===== src/rtl/gf8_reduce_seq.sv =====
// gf8_reduce_seq: sequential GF(2^8) reducer of a 15-bit carry-less product modulo POLY, one bit per cycle.
// Optional GF_REDUCE_ERR_EN adds an err output flagging nonzero product bits 16:15.
module gf8_reduce_seq #(
  parameter logic [8:0] POLY = 9'h11B
) (
  input  logic        clk,
  input  logic        rst_n,
  input  logic        in_valid,
  output logic        in_ready,
  input  logic [16:0] in_prod,
  output logic        out_valid,
  input  logic        out_ready,
  output logic [7:0]  out_res,
  output logic        busy
`ifdef GF_REDUCE_ERR_EN
  ,
  output logic        err
`endif
);
  typedef enum logic [1:0] {IDLE, RUN, DONE} state_t;
  state_t state, state_n;
  logic [14:0] acc, poly_sh, acc_step;
  logic [2:0]  cnt;
  logic        hit, accept, release_out;
  assign in_ready    = (state == IDLE);
  assign busy        = (state != IDLE);
  assign accept      = in_valid && in_ready;
  assign release_out = (state == DONE) && out_ready;
  assign poly_sh     = 15'(POLY) << cnt;
  assign hit         = acc[4'd8 + 4'(cnt)];
  assign acc_step    = hit ? acc ^ poly_sh : acc;
  always_comb begin
    state_n = state;
    state_n = accept ? RUN : (state == RUN && cnt == 3'd0) ? DONE : release_out ? IDLE : state;
  end
  always_ff @(posedge clk or negedge rst_n)
    if (!rst_n) state <= IDLE;
    else state <= state_n;
  always_ff @(posedge clk or negedge rst_n)
    if (!rst_n) begin
      acc       <= '0;
      cnt       <= '0;
      out_res   <= '0;
      out_valid <= 1'b0;
    end else if (accept) begin
      acc <= in_prod[14:0];
      cnt <= 3'd6;
    end else if (state == RUN) begin
      acc <= acc_step;
      if (cnt == 3'd0) begin
        out_res   <= acc_step[7:0];
        out_valid <= 1'b1;
      end else cnt <= cnt - 3'd1;
    end else if (release_out) out_valid <= 1'b0;
`ifdef GF_REDUCE_ERR_EN
  logic err_q;
  always_ff @(posedge clk or negedge rst_n)
    if (!rst_n) err_q <= 1'b0;
    else if (accept) err_q <= |in_prod[16:15];
    else if (release_out) err_q <= 1'b0;
  assign err = err_q & out_valid;
`else
  logic unused_hi;
  assign unused_hi = ^in_prod[16:15];
`endif
endmodule

===== config.mk =====
export PLATFORM = sky130hd
export DESIGN_NAME = gf8_reduce_seq
export DESIGN_NICKNAME = d
export VERILOG_FILES = /design/src/rtl/gf8_reduce_seq.sv
export SDC_FILE = /design/constraint.sdc
export NUM_CORES = 1
export LEC_CHECK = 0
export BUFFER_PORTS_ARGS = -buffer_cell sky130_fd_sc_hd__buf_2
export CAP_MARGIN = 10
export CELL_PAD_IN_SITES_DETAIL_PLACEMENT = 0
export CELL_PAD_IN_SITES_GLOBAL_PLACEMENT = 1
export CORE_MARGIN = 5
export CORE_UTILIZATION = 41
export DETAILED_ROUTE_END_ITERATION = 12
export GPL_ROUTABILITY_DRIVEN = 0
export GPL_TIMING_DRIVEN = 0
export PLACE_DENSITY_LB_ADDON = 0.1
export SYNTH_ARGS = -nofsm -noshare
export SYNTH_HDL_FRONTEND = slang
export SYNTH_SLANG_ARGS = --single-unit
export TNS_END_PERCENT = 50

===== constraint.sdc =====
create_clock -name clk -period 2.8 [get_ports clk]
set_clock_uncertainty 0.2 [all_clocks]
set_input_delay 0.28 -clock clk [delete_from_list [all_inputs] [get_ports clk]]
set_output_delay 0.28 -clock clk [all_outputs]
set_load 0.01 [all_outputs]

After elaboration in Yosys (flattened, before gate mapping)
Cells that the tools add are included.
- equality and inequality tests: 4
- muxes and demuxes: 14
- reductions and logical operators: 14
- order comparisons: 1
- bitwise gates (word level): 2
- shifts and indexed selects: 1
- add/subtract/negate cells: 2
- operator list (kind ; number):
    $mux 15 ; 3
    $shl 9x3->15 const A ; 1
    $xor 15x15->15 ; 1
    $mux 3 ; 3
    $reduce_bool 2->1 ; 4
    $mux 2 ; 3
    $reduce_and 3->1 ; 2
    $lt 4x5->1 const B ; 1
    $add 4x3->4 const A ; 1
    $bmux 1 s4 ; 1
    $mux 1 ; 4
    $reduce_and 2->1 ; 2
    $logic_and 1x1->1 ; 3
    $logic_not 3->1 ; 1
    $reduce_bool 3->1 ; 1
    $sub 3x1->3 const B ; 1
    $eq 2x1->1 const B ; 1
    $eq 2x2->1 const B ; 1
    $logic_not 2->1 ; 1
    $ne 2x1->1 const B ; 1
    $ne 2x2->1 const B ; 1
    $not 1->1 ; 1
- output and inout port bits: 11
- input bits: 21
- logic and storage cells: 44
- register bits after elaboration: 29

Logic depth before layout (Yosys ltp)
Gate-level depths: netlist of the first run.
- depth after elaboration: 6
- depth in mapped cells: 8
- mapped depth without buffers: 6

Least setup slack after synthesis of the first run
OpenSTA, ideal clock, no wires.
- path type: register to register
- start point: register cnt[0]
- end point: register acc[4]
- required time: 2.474 ns
- setup time: 0.126 ns
- stages on the path, launching flop included: 7
- buffers on the path: 1
- slack: 0.507 ns
- arrival time: 1.967 ns
- period minus slack after synthesis: 2.293 ns
- cell sequence: dfrtp_1 buf_6 nand2b_1 mux4_2 a211o_1 a21bo_1 a221o_1
- word-level cells in the longest chain between the ends: 6
- elaborated cells between the ends (all ways): 8
- classes of those cells: add/sub (1); shift (1); mux (5); bitwise (1)
- ends and longest elaborated chain (what ; RTL line ; source):
    from (decl) ; 23 ; logic [2:0] cnt;
    from (signal assigned) ; 53 ; end else cnt <= cnt - 3'd1;
    $add 4x3->4 ; 30 ; assign hit = acc[4'd8 + 4'(cnt)];
    $bmux 1 s4 ; 30 ;
    $mux 1 (implied by the code) ; 30 ;
    $mux 15 (*) ; 31 ; assign acc_step = hit ? acc ^ poly_sh : acc;
    $mux 15 (*) ; 48 ; end else if (state == RUN) begin
    $mux 15 (*) ; 45 ; end else if (accept) begin
    to (signal assigned) ; 46 ; acc <= in_prod[14:0];
    to (signal assigned) ; 49 ; acc <= acc_step;
    to (decl) ; 22 ; logic [14:0] acc, poly_sh, acc_step;
Every way passes the cells marked *; elsewhere a longest branch is shown, timed or not. The select of a mux whose other input is x is not followed.
A chain may end at the register's enable or synchronous reset.

Final worst setup path of the first run
- start point: register cnt[1]
- end point: register out_res[3]
- word-level cells in the longest chain between the ends: 4
- elaborated cells between the ends (all ways): 8
- classes of those cells: add/sub (1); shift (1); mux (3); bitwise (1); reduce/logical (2)
- ends and longest elaborated chain (what ; RTL line ; source):
    $add 4x3->4 ; 30 ;
    $bmux 1 s4 ; 30 ;
    $mux 1 (implied by the code) ; 30 ;
    $mux 15 ; 31 ;
    to (signal assigned) ; 51 ; out_res <= acc_step[7:0];
    to (decl) ; 13 ; output logic [7:0] out_res,
Several ways; a longest one is shown, not always the timed one. The select of a mux whose other input is x is not followed.

==> impl.org, run 1 <==
** Global routing
- Across every metal layer, demand over resource in global routing totals 0.161.
- For this run, global-route usage on met3 was measured as 0.0492.
- The via count of the first global-routing pass is 1383.
- After global routing the overflow that remains totals 0.
- In the global route stage, met1 resource usage came out at 0.202.
- The first global-routing pass estimated 6630 um of wire.
- Largest net degree at the start of global routing :: 30
- Met2 track utilization from global routing :: 0.263
- Highest-utilization routing layer at the global route stage :: met2
- Antenna violations before repair :: 0

** STA
- Setup repair after global routing left no endpoint under its margin.
- At the pin with the least slew margin, the transition time is 0.668 ns.
- In the finished design, the share of the clock period the worst path needs comes to 0.889.
- After layout, the minimum clock period comes to 2.49 ns.
- Measured against its own limit, the worst slew margin works out to 0.555.
- Setup Viol. Count Final :: 0
- FMAX :: 0.402 GHz
- Worst setup slack after layout :: 0.310 ns
- Final Hold Violating Endpoints :: 0
- The count of pins over their slew limit was 0.
- Total negative slack :: 0 ns

** Detailed routing
- The routed design has 3800 um of wire.
- DR pass1 iterations :: 4
- Post-route antenna net violation count :: 0
- After detailed routing, the number of remaining DRC violations is 0.
- In the final routed layout, each cell accounts on average for 14.4 um.
- The detailed router placed 1349 vias in this run.
- Drt first-iter violations :: 62
- In the routed layout, each cell is associated on average with a via count of 5.09.

** Cells and area
- Count of inserted antenna diode cells :: 0
- Post-layout net count :: 242
- Of the cells placed in the final design, the portion with a size suffix greater than 1 is 0.200.
- Counting the fill cells in the layout gives 388.
- Most common cell after layout, fill and taps aside :: sky130_fd_sc_hd__buf_2
- Commonest non-fill, non-tap cells in the layout :: sky130_fd_sc_hd__buf_2, sky130_fd_sc_hd__dfrtp_1, sky130_fd_sc_hd__nand2_1
- From synthesis to final layout, the design area changed by 20.3%.
- Non-Filler Instances :: 265

** Logic synthesis
- The number of nets in the synthesized netlist is 202.
- Post-Syn Area :: 0.00165 sq mm
- Average size of a mapped cell :: 9.44 sq um
- Synth Warn # :: 0
- In this run, synthesis produced a sequential element count of 29.
- The share of the Yosys chip area taken by registers is 0.439.
- Number of unique standard cell types used by synthesis :: 31
- Gate count of the mapped netlist :: 175

** CTS
- Clock insertion delay at the later pin of the skew report :: 0.28 ns
- Clock transition at path regs :: 0.06 ns
- Max Root-Sink Buffers :: 2
- Clock tree from TritonCTS :: yes
- In this run the clock root is driven by a sky130_fd_sc_hd__clkbuf_8.
- TritonCTS Buffers :: 5
- Setup fix buffers added after clock tree synthesis :: 0
- CTS HTree Levels :: 2
- The clock net in this run drives a total of 29 sinks.

** Setup path
- The most critical setup path has its startpoint at cnt[1].
- The worst register-to-register path begins at cnt[1].
- Startpoint-to-endpoint class of the critical path :: reg -> reg
- Largest fanout of any net on the critical path :: 10
- Worst path top cell family by delay :: simple AND/OR/NAND/NOR gates
- Startpoint Class :: register
- The worst setup path is captured at a register.
- For this run, the slowest stage of the critical path takes 0.42 ns.
- Slowest library cell on the worst path :: sky130_fd_sc_hd__dfrtp_1
- The critical path contains buffers and inverters numbering 3 combined.
- Data on the critical path is required at its endpoint by 2.74 ns.
- Cells traversed along the worst timing path :: clkbuf_2 > inv_1 > ha_1 > nor2b_1 > nand2_1 > clkbuf_1 > nand2_1 > o21ai_0
- The most numerous cell type found on the critical path is sky130_fd_sc_hd__nand2_1.
- For the worst setup path, the data arrival time is 2.43 ns.

** Flow run
- Maximum capacitance violations :: 0

** Floorplan
- The initial utilization of the core area, before any placement, comes to 0.419.
- I/O pin cnt :: 32
- Width of the die :: 73.5 um
- Die boundary height :: 73.5 um
- The initialized floorplan defines 23 standard-cell rows.
- The core region is 0.00394 sq mm.
- Die Outline Area :: 0.00540 sq mm

** Pwr
- Power spread over the standard cell area amounts to 399 mW/mm^2.
- VDD sags by at most 0.000208 V.
- For this design the static power due to leakage is 0.876 nW.
- The completed layout was analyzed and its total power is 792 uW.

** Placed design
- Detailed-placement wirelength estimate :: 2810 um
- The count of buffers added on input and output ports is 29.
- The number of placed instances, taps included, is 254.
- Prior to clock tree synthesis, the placed netlist has a worst setup slack of 0.162 ns.

** Run status
- Outcome :: complete, no violations

** Worst hold path
- Class of the tightest hold or removal check :: in -> reg
- The startpoint identified for the worst hold timing path is in_prod[11].
path summary, 6_finish.rpt:
path	endpoint	slack, ns	cells past startpoint
max reg2reg	out_res[3]	0.31	8
min in group asynchronous	acc[5]	0.37	2
max in group asynchronous	acc[11]	1.60	2
max	out_res[3]	0.31	8
min	acc[11]	0.006	3
min reg2reg	out_res[4]	0.27	2
synthesized netlist by cell type (all sizes together):
| cell type | number | area share |
|---|---|---|
| buf | 2 | 0.0098 |
| nand2 | 26 | 0.059 |
| o22ai | 1 | 0.0038 |
| a211oi | 1 | 0.0076 |
| nor2b | 3 | 0.011 |
| nor2 | 12 | 0.027 |
| nand4 | 3 | 0.011 |
| a221o | 6 | 0.036 |
| mux2i | 7 | 0.042 |
| mux4 | 1 | 0.014 |
| a21bo | 2 | 0.012 |
| ha | 6 | 0.045 |
| nand2b | 3 | 0.011 |
| or2 | 2 | 0.0076 |
| nor3b | 2 | 0.0091 |
| o311ai | 2 | 0.011 |
| o211ai | 3 | 0.014 |
| clkbuf | 8 | 0.018 |
| dfrtp | 29 | 0.44 |
| and2 | 2 | 0.0076 |
| o21ai | 19 | 0.058 |
| a21boi | 1 | 0.0045 |
| xor2 | 7 | 0.037 |
| inv | 4 | 0.0091 |
| a21oi | 6 | 0.018 |
| nor3 | 5 | 0.015 |
| nor4 | 2 | 0.0076 |
| a211o | 1 | 0.0053 |
| xnor2 | 9 | 0.048 |
tightest hold or removal path: cells and delay by family:
| kind | cells | cell delay, ns |
|---|---|---|
| AOI/OAI and AO/OA | 1 | 0.06 |
| buffers and inverters | 1 | 0.07 |
| and+or+nand+nor | 1 | 0.03 |
cell type report:
cell class	instances	area [sq um]	area share
Buffer	10	47.5	0.0239
Timing Repair Buffer	33	185	0.0932
Tap cell	50	62.6	0.0315
Clock buffer	7	86.3	0.0435
Sequential cell	29	726	0.365
Multi-Input combinational cell	132	865	0.435
Inverter	4	15.0	0.00756
sequential cells by signal, indices dropped and copies added (netlist names):
signal     cells
out_res        8
acc           15
cnt            3
state          2
out_valid      1
power by group:
part / internal [mW] / total (mW) / switching, mW / leakage (nW)
Sequential: 0.419 / 0.419 / 0 / 0.332
Combinational: 0.0127 / 0.0250 / 0.0124 / 0.500
Clock: 0.195 / 0.348 / 0.154 / 0.0443
routing by layer:
metal | share of wire | vias up
met1 | 0.47 | 630
met5 | 0 | -
met2 | 0.46 | 26
li1 | - | 688
met3 | 0.050 | 5
met4 | 0.015 | 0
cells by family (layout without fill, tap and decap cells):
group / Yosys count / in the layout / share of synthesized area
AOI/OAI and AO/OA: 42 / 42 / 0.170
xor gates and xnor gates: 16 / 16 / 0.0849
adders and majority gates: 6 / 6 / 0.0455
buffers and inverters: 14 / 54 / 0.0371
DFF: 29 / 29 / 0.439
muxes: 8 / 8 / 0.0561
and+or+nand+nor: 60 / 60 / 0.167
stage by stage:
stage / cell area, sq um / utilization / hold slack (ns)
2_1_floorplan: 1650 / - / -0.216
3_3_place_gp: 1860 / 0.472 / 0.143
3_5_place_dp: 1860 / 0.472 / 0.157
4_1_cts: 1990 / 0.504 / 0.00196
5_1_grt: 1990 / 0.504 / 0.00410
6_report: 1990 / 0.504 / 0.00635
timing repair:
item                                    CTS  global route
endpoints found under the hold margin    32             0
endpoints found under the setup margin    0             2
hold buffers                              4             0
resized for setup                         0             2
Power figures use the tool's default switching activity.
==> run 2: changes to the inputs <==
CORE_ASPECT_RATIO = 0.7   (was default)
==> run 2 against run 1 <==
Effect of this change:
- fmax is 2.0% lower
- routed wire length is 5.6% higher
- non-clock buffer count stayed put
- critical path type unchanged
- setup slack worse by 0.050 ns
- via count is 1.7% higher
==> impl.org, run 2 (synthesis results as in run 1) <==
** Run status
- Outcome :: complete, no violations

** Floorplan
- The die covers 0.00542 sq mm.
- The initial utilization of the core area, before any placement, comes to 0.424.
- Width of the die :: 85.9 um
- The core region is 0.00390 sq mm.
- Number of placement rows :: 19
- I/O pin cnt :: 32
- The die is 63.1 um tall.

** Detailed routing
- Met2 Routed Length :: 1720 um
- Number of vias per cell after detailed routing :: 5.12
- Post-route antenna net violation count :: 0
- Dividing the detail-routed wire length by the instance count gives 15.0 um.
- DRC violations left :: 0
- The first TritonRoute pass finished after 4 iterations.
- The routed design uses 242 um of met3 wire.
- Routed metal-1 wire length :: 2020 um
- Summed over all layers, the routed wires come to 4020 um.
- Signal routing reaches up to met4.
- Number of vias after detailed routing :: 1372
- Drt first-iter violations :: 68

** CTS
- In this run the clock root is driven by a sky130_fd_sc_hd__clkbuf_8.
- Max Root-Sink Buffers :: 2
- TritonCTS Buffers :: 5
- At the later pin of the worst-skew pair, clock insertion delay measures 0.28 ns.
- CTS Sinks :: 29
- Clock transition at path regs :: 0.07 ns
- Setup fix buffers added after clock tree synthesis :: 0
- CTS HTree Levels :: 2
- TritonCTS built the clock tree.

** Global routing
- Via count of the first global-routing pass :: 1456
- The initial antenna violation count is 0.
- The first global-routing pass estimated 7230 um of wire.
- Largest net degree at the start of global routing :: 30
- Residual overflow from global routing :: 0
- For this run, the total global-route usage over all layers was measured as 0.168.

** Setup path
- The slowest stage of the critical path is the sky130_fd_sc_hd__dfrtp_1 cell.
- Critical Path End Type :: register
- FF-to-FF path depth :: 7
- The endpoint identified for the worst register-to-register timing path is acc[5].
- Maximum single-stage delay on the critical path :: 0.42 ns
- STA classifies the critical path startpoint as a register.
- Startpoint-to-endpoint class of the critical path :: reg -> reg
- Origin of the critical flop-to-flop path :: cnt[1]
- Slack of the worst reg-to-reg path :: 0.26 ns
- The critical path goes through clkbuf_1 > inv_1 > ha_1 > nor2_1 > a211oi_2 > o21ai_0 > a221o_1.
- Along the worst path, the maximum fanout reaches 10.
- Critical path data arrival time :: 2.50 ns
- At the worst endpoint, the required time is 2.76 ns.

** STA
- For the finished layout, the period the worst path requires is 2.54 ns.
- Setup total negative slack on the finished layout was measured at 0 ns.
- Final count of pins violating max slew :: 0
- Dividing the final minimum period by the clock period gives 0.907.
- Max transition margin :: 0.545
- FMAX :: 0.394 GHz
- Setup Viol. Count Final :: 0
- Transition time at the pin with the least slew margin :: 0.682 ns
- Setup repair after global routing left no endpoint under its margin.
- The number of hold-slack violations in the final timing report came to 0.

** Cells and area
- Leaving out fill and tap cells, the most frequent cell in the layout is sky130_fd_sc_hd__buf_2.
- Summing all multi-input logic gate instances after layout gives 867 sq um.
- Biggest registers after layout :: acc (15), out_res (8), cnt (3)
- At the end of the flow, the number of nets in the layout was 242.
- Layout-stage area growth over the synthesis result :: 21.5%
- The sequential cells in the finished layout cover a total of 726 sq um.
- The layout has 390 filler cells.
- Count of inserted antenna diode cells :: 0
- Commonest non-fill, non-tap cells in the layout :: sky130_fd_sc_hd__buf_2, sky130_fd_sc_hd__dfrtp_1, sky130_fd_sc_hd__nand2_1
- Largest register FFs :: 15
- Most flop-heavy register :: acc
- Of the cells placed in the final design, the portion with a size suffix greater than 1 is 0.213.

** Pwr
- The share of total power dissipated in the clock network is 0.464.
- Maximum ir drop on the vdd rail :: 0.000254 V
- Part of the total power dissipated in combinational logic :: 0.031
- Lkg Pwr :: 0.887 nW
- Of the total power, the share spent switching nets is 0.212.
- Post-route total power :: 829 uW
- Power density over the cells :: 413 mW/mm^2
- Switching power :: 176 uW
- Cell-internal power :: 654 uW
- Sequential group share of total power :: 0.505

** Placed design
- Buffers placed on the I/O ports in this run total 29.
- Detailed-placement wirelength estimate :: 2950 um

** Worst hold path
- The tightest min-delay check is of the in -> reg type.
- Along the worst hold path, the cell count comes to 3.
- Endpoint of the worst hold path :: acc[13]
- In this run the most critical hold path is launched from in_prod[13].

** Flow run
- Maximum capacitance violations :: 0
[run 2: cell types whose count changed in the layout (fill, tap and decap cells not counted), sizes merged]
| cell | previous run | this run |
|---|---|---|
| clkinv | 0 | 1 |
[run 2: layout make-up]
cell class	count	share of cell area
Multi-Input combinational cell	132	0.432
Sequential cell	29	0.362
Timing Repair Buffer	33	0.0923
Clock buffer	7	0.0480
Tap cell	52	0.0324
Buffer	10	0.0237
Inverter	4	0.00748
Clock inverter	1	0.00249
[run 2: what timing repair did]
| item | 4_1_cts | 5_1_grt |
|---|---|---|
| resized for setup | 0 | 3 |
| endpoints found under the setup margin | 0 | 9 |
| hold endpoints to repair | 32 | 0 |
| hold buffers | 4 | 0 |
[run 2: worst max-delay path: cells and delay by family, from the launching register on]
family | cells | cell delay [ns]
AOI/OAI and AO/OA | 3 | 0.71
buffers and inverters | 2 | 0.58
DFF | 1 | 0.42
adders and majority gates | 1 | 0.42
and+or+nand+nor | 1 | 0.08
[run 2: metrics by stage]
step                      std cells  hold WS (ns)  setup slack [ns]   util  cell area (sq um)
after floorplan                 175        -0.216             0.507      -               1650
after global placement          256         0.146             0.243  0.478               1860
after detailed placement        256         0.163             0.221  0.478               1860
after CTS                       268       0.00480             0.206  0.514               2000
after global routing            268        0.0378            0.0795  0.515               2010
final                           268       0.00716             0.260  0.515               2010
[run 2: power by group through the flow]
stage | Clock, mW | Combinational (mW) | Sequential [mW]
after floorplan | 0 | 0.000572 | 0.427
after detailed placement | 0 | 0.0219 | 0.427
after CTS | 0.391 | 0.0263 | 0.419
after global routing | 0.420 | 0.0297 | 0.418
after global placement | 0 | 0.0212 | 0.427
final | 0.385 | 0.0254 | 0.419
[run 2: worst max-delay path by stage]
stage | cells after the start | endpoint | slack, ns | from
2_1_floorplan | 6 | acc[4] | 0.51 | cnt[0]
3_3_place_gp | 7 | out_res[7] | 0.24 | cnt[1]
3_5_place_dp | 7 | out_res[7] | 0.22 | cnt[1]
4_1_cts | 7 | out_res[7] | 0.21 | cnt[1]
5_1_grt | 7 | acc[5] | 0.08 | cnt[1]
6_report | 7 | acc[5] | 0.26 | cnt[1]
[run 2: layer usage]
layer | vias to the layer above | global-route usage
met1 | 647 | 0.235
met5 | - | 0
met4 | 0 | 0.0534
li1 | 690 | -
met3 | 5 | 0.0469
met2 | 30 | 0.250
==> run 3: changes to the inputs <==
CORE_UTILIZATION = 43   (was 41)
CTS_BUF_LIST = sky130_fd_sc_hd__clkbuf_4 sky130_fd_sc_hd__clkbuf_8   (was default)
==> run 3 against run 2 <==
Effect of this change:
- register-to-register slack is essentially flat
- total power shrank 1.1%
- critical endpoint is now out_res[6]
- routed wire length shrank 5.6%
- final area shrank 1.3%
- first-iteration DRC count grew 19%
==> impl.org, run 3 (synthesis results as in run 1) <==
** CTS
- TritonCTS Buffers :: 5
- Max Root-Sink Buffers :: 2
- CTS Sinks :: 29
- CTS HTree Levels :: 2
- CTS Root Buffer Type :: sky130_fd_sc_hd__clkbuf_8
- TritonCTS built the clock tree.
- Clock transition at path regs :: 0.06 ns
- After clock tree synthesis, the setup repair step added 0 buffers.
- The clock reaches the later pin of the worst-skew pair after 0.27 ns.

** Setup path
- The worst register-to-register path begins at cnt[1].
- Worst path required time :: 2.78 ns
- Largest fanout of any net on the critical path :: 10
- FF-to-FF path depth :: 8
- The worst setup path is of the reg -> reg kind.
- STA classifies the critical path endpoint as a register.
- Data on the critical path arrives at its endpoint at 2.51 ns.
- Slack of the worst reg-to-reg path :: 0.27 ns
- Worst setup startpoint :: cnt[1]
- Startpoint Class :: register
- Critical R2R Capture :: out_res[6]

** Detailed routing
- In the final routed layout, each cell accounts on average for 14.4 um.
- Number of vias after detailed routing :: 1367
- Post-route antenna net violation count :: 0
- In the routed design, unresolved DRC markers number 0.
- Drt first-iter violations :: 81
- DR pass1 iterations :: 4
- Aggregate routed wire length :: 3790 um
- In the routed layout, each cell is associated on average with a via count of 5.18.

** Cells and area
- Post-layout net count :: 240
- Commonest non-fill, non-tap cells in the layout :: sky130_fd_sc_hd__buf_2, sky130_fd_sc_hd__dfrtp_1, sky130_fd_sc_hd__nand2_1
- acc holds more flip-flops than any other register.
- Count of inserted antenna diode cells :: 0
- The finished layout holds 264 standard cells, fillers aside.
- Count of fill cells added during filler insertion :: 349
- In the final layout, the share of cells above drive strength 1 is 0.206.
- Relative to the synthesized area, the layout overhead comes to 19.9%.
- The register with the most flip-flops in the layout has 15 of them.
- For this run, the share of the core covered by cells in the final layout is 0.550.
- The largest registers in the layout are acc (15), out_res (8), cnt (3).
- Leaving out fill and tap cells, the most frequent cell in the layout is sky130_fd_sc_hd__buf_2.

** STA
- Worst setup slack after layout :: 0.266 ns
- Of the available clock period, the critical path in the final layout requires 0.905.
- Adding up every negative setup slack in the final design gives 0 ns.
- For the finished layout, the period the worst path requires is 2.53 ns.
- Headroom to the max-slew limit came out at 0.557.
- Setup repair after global routing left no endpoint under its margin.
- Setup violations remaining at the end of the flow were counted as 0.
- At the pin with the least slew margin, the transition time is 0.664 ns.
- Final count of pins violating max slew :: 0
- Final Hold Violating Endpoints :: 0
- Timing would allow up to 0.395 GHz.

** Flow run
- Across the run, the number of max-cap violations was 0.

** Floorplan
- I/O pin cnt :: 32
- The die covers 0.00520 sq mm.
- Initial cell density of the core :: 0.458
- Number of placement rows :: 18
- The die is 61.9 um tall.
- In this run the standard cell core region covers 0.00360 sq mm.
- Width of the die :: 84.1 um

** Global routing
- The via count of the first global-routing pass is 1422.
- Largest net degree at the start of global routing :: 30
- The first global-routing pass estimated 6600 um of wire.
- Overall Global Routing Usage :: 0.162
- Antenna violations before repair :: 0
- Global routing finished with a remaining overflow of 0.

** Pwr
- Dividing total power by cell area gives a power density of 414 mW/mm^2.
- Summed over all cells, the static leakage comes to 0.875 nW.
- The design draws 820 uW.
- VDD sags by at most 0.000180 V.

** Worst hold path
- The min-delay analysis places its worst path in the category in -> reg.
- The startpoint identified for the worst hold timing path is in_prod[11].
- The path with the worst hold slack has its endpoint at acc[11].
- The worst hold path passes through 3 cells.

** Placed design
- Worst slack, placed :: 0.280 ns
- Detailed-placement wirelength estimate :: 2850 um
- In this run, placement finished with an instance count of 254.
- Count of port buffers added during placement :: 29

** Run status
- Outcome :: complete, no violations
-- run 3: cell count changes in the layout (fill, tap and decap cells not counted) --
cell                            before  now
sky130_fd_sc_hd__clkbuf_1            7    8
sky130_fd_sc_hd__nand2_2             1    0
sky130_fd_sc_hd__clkbuf_2            1    0
sky130_fd_sc_hd__dlygate4sd3_1       4    2
sky130_fd_sc_hd__nand2_1            25   26
-- run 3: cell type report --
type	count	area [sq um]	area share
repair buffers	31	165	0.0834
clock buffers	7	96.3	0.0486
flip-flops and latches	29	726	0.366
plain buffers	10	46.3	0.0234
multi-input cells	132	865	0.437
inverters	4	15.0	0.00758
clock inverters	1	5.00	0.00253
well taps	50	62.6	0.0316
-- run 3: where the power goes --
group,internal (mW),switching [mW]
Sequential,0.419,0
Combinational,0.0109,0.0124
Clock,0.222,0.156
Total,0.652,0.169
-- run 3: worst max-delay path, stage by stage, from the launching register on --
cell                       delay, ns
sky130_fd_sc_hd__dfrtp_1        0.41
sky130_fd_sc_hd__clkbuf_1       0.39
sky130_fd_sc_hd__inv_1          0.18
sky130_fd_sc_hd__ha_1           0.25
sky130_fd_sc_hd__nor2b_1        0.19
sky130_fd_sc_hd__nand2_1        0.26
sky130_fd_sc_hd__clkbuf_1       0.37
sky130_fd_sc_hd__nand2_1        0.09
sky130_fd_sc_hd__o21ai_0        0.10
-- run 3: through the flow --
stage | hold WS (ns) | area [sq um]
final | 0.00883 | 1980
after global routing | 0.0211 | 1980
after CTS | 0.00421 | 1980
after detailed placement | 0.157 | 1860
after global placement | 0.144 | 1860
after floorplan | -0.216 | 1650
-- run 3: repair_timing --
action | in CTS | in global routing
resized for setup | 0 | 0
hold endpoints to repair | 30 | 0
hold buffers | 2 | 0
-- run 3: how the worst max path moves through the flow --
stage | endpoint | slack [ns] | cells past startpoint
after CTS | out_res[6] | 0.26 | 8
after global routing | out_res[5] | 0.02 | 8
after detailed placement | out_res[6] | 0.28 | 8
after global placement | out_res[7] | 0.28 | 7
final | out_res[6] | 0.27 | 8
after floorplan | acc[4] | 0.51 | 6
-- run 3: layer usage --
layer,share of wire,vias to the layer above,GRT usage
li1,-,686,-
met1,0.51,648,0.216
met2,0.44,31,0.258
met3,0.050,2,0.0487
met4,0.0040,0,0.0505
met5,0,-,0
